**src/rtl/mmio_pkg.sv**
```systemverilog
// Shared register offsets and STATUS bit positions for the dmem MMIO responder.
package mmio_pkg;

  localparam logic [7:0] MMIO_OFS_CYCLE   = 8'h00;
  localparam logic [7:0] MMIO_OFS_TX      = 8'h01;
  localparam logic [7:0] MMIO_OFS_STATUS  = 8'h02;
  localparam logic [7:0] MMIO_OFS_SCRATCH = 8'h03;

  localparam int MMIO_ST_FULL    = 0;
  localparam int MMIO_ST_EMPTY   = 1;
  localparam int MMIO_ST_CNT_LSB = 4;
  localparam int MMIO_ST_CNT_W   = 4;
  localparam int MMIO_ST_OVF     = 8;

endpackage

```
**src/rtl/mmio_tx_fifo.sv**
```systemverilog
// Synchronous transmit FIFO: pushes past full and pops from empty are ignored;
// the head reads 0 while empty so the stream output never shows stale data.
module mmio_tx_fifo #(
  parameter int DATA_W = 32,
  parameter int DEPTH  = 8,
  localparam int PTR_W = $clog2(DEPTH),
  localparam int CNT_W = PTR_W + 1
) (
  input  logic              clock,
  input  logic              reset,
  input  logic              push_i,
  input  logic [DATA_W-1:0] wdata_i,
  input  logic              pop_i,
  output logic              full_o,
  output logic              empty_o,
  output logic [CNT_W-1:0]  count_o,
  output logic [DATA_W-1:0] head_o
);

  logic [DATA_W-1:0] mem_q [DEPTH];
  logic [PTR_W-1:0]  wr_ptr_q, rd_ptr_q;
  logic [CNT_W-1:0]  count_q;
  logic              push_ok, pop_ok;

  assign full_o  = (count_q == CNT_W'(DEPTH));
  assign empty_o = (count_q == '0);
  assign count_o = count_q;
  assign head_o  = empty_o ? '0 : mem_q[rd_ptr_q];

  assign push_ok = push_i & ~full_o;
  assign pop_ok  = pop_i & ~empty_o;

  always_ff @(posedge clock) begin
    if (reset) begin
      wr_ptr_q <= '0;
      rd_ptr_q <= '0;
      count_q  <= '0;
    end else begin
      if (push_ok) wr_ptr_q <= wr_ptr_q + PTR_W'(1);
      if (pop_ok)  rd_ptr_q <= rd_ptr_q + PTR_W'(1);
      case ({push_ok, pop_ok})
        2'b10:   count_q <= count_q + CNT_W'(1);
        2'b01:   count_q <= count_q - CNT_W'(1);
        default: count_q <= count_q;
      endcase
    end
  end

  // NOTE: storage has no reset; the reset pointers and count already mark every entry invalid.
  always_ff @(posedge clock) begin
    if (push_ok) mem_q[wr_ptr_q] <= wdata_i;
  end

endmodule

```
**src/rtl/dmem_mmio_responder.sv**
```systemverilog
// MMIO responder on the dmem port: decodes a 256-word I/O window, passes the rest to dmem.
// Define MMIO_CYCLE_COUNTER_EN to build the CYCLE counter at offset 0x00.
module dmem_mmio_responder
  import mmio_pkg::*;
#(
  parameter int               ADDR_W     = 12,
  parameter int               DATA_W     = 32,
  parameter int               FIFO_DEPTH = 8,
  parameter logic [ADDR_W-1:0] IO_BASE   = 12'hF00
) (
  input  logic              clock,
  input  logic              reset,
  input  logic [ADDR_W-1:0] address_dmem,
  input  logic [DATA_W-1:0] data,
  input  logic              wren,
  output logic [DATA_W-1:0] q_dmem,
  output logic              ram_wren,
  input  logic [DATA_W-1:0] q_ram,
  output logic [DATA_W-1:0] out_data,
  output logic              out_valid,
  input  logic              out_ready
);

  localparam int CNT_W = $clog2(FIFO_DEPTH) + 1;

  logic              io_hit, io_wr;
  logic [7:0]        io_ofs;
  logic              tx_push, tx_pop;
  logic              fifo_full, fifo_empty;
  logic [CNT_W-1:0]  fifo_count;
  logic [DATA_W-1:0] fifo_head;
  logic [DATA_W-1:0] status, cycle_rd;
  logic [DATA_W-1:0] io_rdata_d, io_rdata_q, scratch_q;
  logic              io_sel_q, ovf_q;

  assign io_hit   = (address_dmem[ADDR_W-1:8] == IO_BASE[ADDR_W-1:8]);
  assign io_ofs   = address_dmem[7:0];
  assign io_wr    = wren & io_hit;
  assign ram_wren = wren & ~io_hit;

  assign tx_push   = io_wr & (io_ofs == MMIO_OFS_TX);
  assign tx_pop    = ~fifo_empty & out_ready;
  assign out_valid = ~fifo_empty;
  assign out_data  = fifo_head;

  mmio_tx_fifo #(
    .DATA_W (DATA_W),
    .DEPTH  (FIFO_DEPTH)
  ) u_tx_fifo (
    .clock   (clock),
    .reset   (reset),
    .push_i  (tx_push),
    .wdata_i (data),
    .pop_i   (tx_pop),
    .full_o  (fifo_full),
    .empty_o (fifo_empty),
    .count_o (fifo_count),
    .head_o  (fifo_head)
  );

`ifdef MMIO_CYCLE_COUNTER_EN
  logic [DATA_W-1:0] cycle_q;

  always_ff @(posedge clock) begin
    if (reset)                                  cycle_q <= '0;
    else if (io_wr && io_ofs == MMIO_OFS_CYCLE) cycle_q <= data;
    else                                        cycle_q <= cycle_q + DATA_W'(1);
  end

  assign cycle_rd = cycle_q;
`else
  assign cycle_rd = '0;
`endif

  always_comb begin
    status = '0;
    status[MMIO_ST_FULL]                           = fifo_full;
    status[MMIO_ST_EMPTY]                          = fifo_empty;
    status[MMIO_ST_CNT_LSB +: MMIO_ST_CNT_W]       = MMIO_ST_CNT_W'(fifo_count);
    status[MMIO_ST_OVF]                            = ovf_q;
  end

  // NOTE: default assignment first so every path drives io_rdata_d and no latch is inferred.
  always_comb begin
    io_rdata_d = '0;
    if (io_hit) begin
      case (io_ofs)
        MMIO_OFS_CYCLE:   io_rdata_d = cycle_rd;
        MMIO_OFS_STATUS:  io_rdata_d = status;
        MMIO_OFS_SCRATCH: io_rdata_d = scratch_q;
        default:          io_rdata_d = '0;
      endcase
    end
  end

  // NOTE: non-blocking assignments so every register samples the same pre-edge state.
  always_ff @(posedge clock) begin
    if (reset) begin
      io_sel_q   <= 1'b0;
      io_rdata_q <= '0;
      scratch_q  <= '0;
      ovf_q      <= 1'b0;
    end else begin
      io_sel_q   <= io_hit;
      io_rdata_q <= io_rdata_d;
      if (io_wr && io_ofs == MMIO_OFS_SCRATCH) scratch_q <= data;
      // A clear wins over a same-edge overflow, although the two never coincide.
      if (io_wr && io_ofs == MMIO_OFS_STATUS && data[MMIO_ST_OVF]) ovf_q <= 1'b0;
      else if (tx_push && fifo_full)                                ovf_q <= 1'b1;
    end
  end

  assign q_dmem = io_sel_q ? io_rdata_q : q_ram;

endmodule

```
**config.mk**
```make
export PLATFORM = sky130hd
export DESIGN_NAME = dmem_mmio_responder
export DESIGN_NICKNAME = d
export VERILOG_FILES = /design/src/rtl/mmio_pkg.sv /design/src/rtl/mmio_tx_fifo.sv /design/src/rtl/dmem_mmio_responder.sv
export SDC_FILE = /design/constraint.sdc
export NUM_CORES = 1
export LEC_CHECK = 0
export ABC_AREA = 1
export BUFFER_PORTS_ARGS = -buffer_cell sky130_fd_sc_hd__buf_2
export CORE_ASPECT_RATIO = 1.1
export CORE_MARGIN = 5
export CORE_UTILIZATION = 37
export DETAILED_ROUTE_END_ITERATION = 16
export PLACE_DENSITY_LB_ADDON = 0.15
export SLEW_MARGIN = 10
export SYNTH_ARGS = -nofsm -noshare
export SYNTH_HDL_FRONTEND = slang
export SYNTH_SLANG_ARGS = --single-unit
```
**constraint.sdc**
```tcl
create_clock -name clock -period 3.2 [get_ports clock]
set_clock_uncertainty 0.05 [all_clocks]
set_input_delay 0.96 -clock clock [delete_from_list [all_inputs] [get_ports clock]]
set_output_delay 0.96 -clock clock [all_outputs]
set_load 0.05 [all_outputs]
```
==> results.py <==
metrics = {
    "timing": {
        "final-max-slew-violation-count": 0,
        "report.final.hold_viol_count": 0,
        "maxSlewHeadroom": 0.700,
        "max_slew.worst_pin.slew_ns": 0.450,
        "maxClockFrequency_ghz": 0.321,
        "final_period_minus_worst_setup_slack_ns": 3.11,
        "unrepaired_setup_endpoints_after_global_routing": "yes",
        "setup_violations": 0,
        "period_share": 0.972,
        "post-route-worst-setup-slack_ns": 0.0881,
    },
    "final_layout": {
        "syn2layout_area_growth_pct": 21.7,
        "final_nets": 1396,
        "layout-drive-gt1-share": 0.227,
        "final_core_util": 0.452,
        "leading_cell_types_in_the_layout_fill_and_taps_excluded": "278 x nor2_1, 256 x edfxtp_1, 148 x o21ai_0, 127 x buf_2, 82 x nand2_1",
        "layout.cells.most_common": "nor2_1",
        "fin_cells": 1827,
    },
    "clock_tree": {
        "ctsLongestPathBuffers": 3,
        "clock_tree.root_cell": "clkbuf_16",
        "h_tree_level_count": 2,
        "clock_tree_from_tritoncts": "done",
        "clk_pin_slew_worst_paths_ns": 0.06,
        "clock_insertion_delay_worst_skew_ns": 0.52,
        "cts.sink_count": 335,
        "cts_inserted_buffers": 37,
    },
    "floorplanning": {
        "boundaryPins": 146,
        "chipHeight_um": 209,
        "core_area_um2": 35900,
        "die_x_um": 191,
        "dieArea_um2": 39900,
        "initial_core_util": 0.371,
        "std_cell_rows": 73,
    },
    "placed_design": {
        "numPlacedInstances": 1753,
        "buffer_ports.inserted": 145,
        "place.detailed.hpwl_mm": 19.4,
        "final_replace_weighted_congestion": 0.742,
        "place_ws_ns": 0.273,
    },
    "worst_setup_path": {
        "cp_buf_inv_count": 2,
        "path_class": "flop to output pin",
        "r2r_cells": 14,
        "cpMaxStageDelayCell": "dfxtp_4",
        "crit_path_frequent_cell": "nor2_1",
        "path_delay_family": "buffers and inverters",
        "crit_arrival_ns": 2.10,
        "cp-end-kind": "output pin",
        "critPathLaunchType": "flop",
        "max_stage_delay_ns": 0.40,
        "worstPathCellList": "buf_4 -> nor2_1 -> nor2_1 -> o21ai_0 -> o211ai_1 -> nand2_1 -> nor2_1 -> buf_2",
        "worst-endpoint-required_ns": 2.19,
        "rr_endpoint": "u_tx_fifo.count_o[2]$_SDFFE_PP0P_",
        "rrSetupSlack_ns": 0.63,
        "timing.rr.start": "u_tx_fifo.count_o[0]$_SDFFE_PP0P_",
        "cp_max_fo": 28,
    },
    "power": {
        "power_density_nw_per_um2": 873,
        "leakage_power_figure_nw": 5.79,
        "worst_ir_drop_vdd_uv": 379,
    },
    "grt": {
        "grt_max_degree": 47,
        "grt_pass1_wl_mm": 51.0,
        "number_of_antenna_violations_at_the_first_check_in_global_routing": 3,
        "grt_residual_overflow": 0,
        "grt_pass1_vias": 8702,
        "gr-usage-all-layers": 0.164,
    },
    "detailed_routing": {
        "detailed_router_s_first_iteration_violation_count": 476,
        "remaining_antenna_violation_count_after_routing": 0,
        "via_per_inst": 4.85,
        "via_count_of_the_routed_design": 8870,
        "drt_drc_violations_left": 0,
        "drt_first_pass_iters": 5,
        "post_dr_wirelength_cell_um": 18.2,
        "routed_wl_mm": 33.2,
    },
    "min_path": {
        "hold-path-endpoint": "io_rdata_q[3]$_SDFF_PP0_",
        "hold_crit_class": "flop to flop",
        "timing.hold.worst.start": "scratch_q[3]$_SDFFE_PP0P_",
        "holdPathStages": 2,
    },
    "yosys": {
        "synth.ff_latch_count": 335,
        "synth_area_per_cell_um2": 11.5,
        "synth_sequential_area_ratio": 0.696,
        "synthesis.yosys.warnings": 0,
        "netlist-cell-type-count": 37,
        "netlist_area_um2": 13300,
        "synth_cells": 1154,
        "syn-num-nets": 1239,
    },
    "job": {
        "timing.max_cap.violations": 0,
    },
    "run_status": {
        "outcome": "finished clean",
    },
}
## report_power, final
group | switching, mW | internal, mW
Sequential | 0.108 | 4.73
Clock | 1.68 | 2.55
Combinational | 3.55 | 1.54
## synthesized netlist by cell type (all sizes together)
cell,instances,area share
dfxtp,79,0.12
o21ai,166,0.062
ha,5,0.0047
xor2,1,0.00066
nor3,14,0.0056
mux2,32,0.027
nand4,4,0.0019
and3,1,0.00047
nand2,84,0.025
a21oi,29,0.011
edfxtp,256,0.58
xnor2,2,0.0013
or2,1,0.00047
buf,34,0.018
nand3,10,0.0045
clkbuf,35,0.010
nor3b,1,0.00056
clkinv,1,0.00066
inv,37,0.010
nor2,298,0.087
o22ai,32,0.015
o211ai,32,0.018
## sequential cells by signal, indices dropped and copies added, names as in the netlist, named ones only
name / cells
io_rdata_q: 32
scratch_q: 32
io_sel_q: 1
u_tx_fifo.wr_ptr_q: 3
ovf_q: 1
u_tx_fifo.rd_ptr_q: 3
u_tx_fifo.mem_q: 256
u_tx_fifo.count_o: 4
## through the flow
stage	hold WS, ns	setup TNS (ns)	area (um^2)	power (mW)
6_report	0.390	0	16200	14.2
5_1_grt	0.414	-0.243	16200	14.9
4_1_cts	0.392	0	16100	14.1
3_5_place_dp	0.381	0	14800	9.71
3_3_place_gp	0.380	0	14800	9.70
2_1_floorplan	0.367	-50.16	13300	8.27
## worst max path at each step
stage,startpoint,depth (start not counted),to
6_report,flop,8,out_data[8]
5_1_grt,flop,7,out_data[11]
4_1_cts,flop,7,out_data[12]
3_5_place_dp,flop,6,out_data[17]
3_3_place_gp,flop,6,out_data[19]
2_1_floorplan,address_dmem[7],5,u_tx_fifo.mem_q[0][0]$_DFFE_PP_
## worst register-to-register path, cell delays in order, from the launching register on
cell	delay [ns]
dfxtp_1	0.37
nor2_1	0.25
nand3_4	0.27
buf_4	0.25
nand2_1	0.13
inv_1	0.09
ha_1	0.26
nand2_1	0.08
inv_1	0.05
nor2_1	0.13
ha_1	0.17
a21oi_1	0.05
xnor2_1	0.14
o21ai_0	0.13
inv_1	0.05
## kinds of logic after synthesis
family | synth area share
compound gates | 0.106
xor+xnor | 0.00197
fa+ha+maj | 0.00470
buf+inv | 0.0391
flops | 0.696
mux | 0.0270
simple gates | 0.125
## area by class of cell
cell class                 count  area (um^2)
antenna                        1         2.50
sequential                   335         9280
tap                          487          609
timing repair buffer         187         1320
multi-input combinational    712         3610
clock inverter                16          113
clock buffer                  51         1120
inverter                      38          149
fill                        3365        19700
## repair_timing
action,4_1_cts,5_1_grt
resized for setup,14,24
buffers inserted,1,4
hold buffers,0,0
setup endpoints to repair,32,23
pin swaps,0,1
cloned,1,0
endpoints found under the hold margin,0,0
## metal layers
layer,global-route usage,routed length [um],up-vias
met3,0.0279,1980,36
met5,0,0,-
met2,0.266,15500,265
met4,0.0391,488,0
li1,-,-,4370
met1,0.232,15200,4199
(Power assumes the default switching activity.)
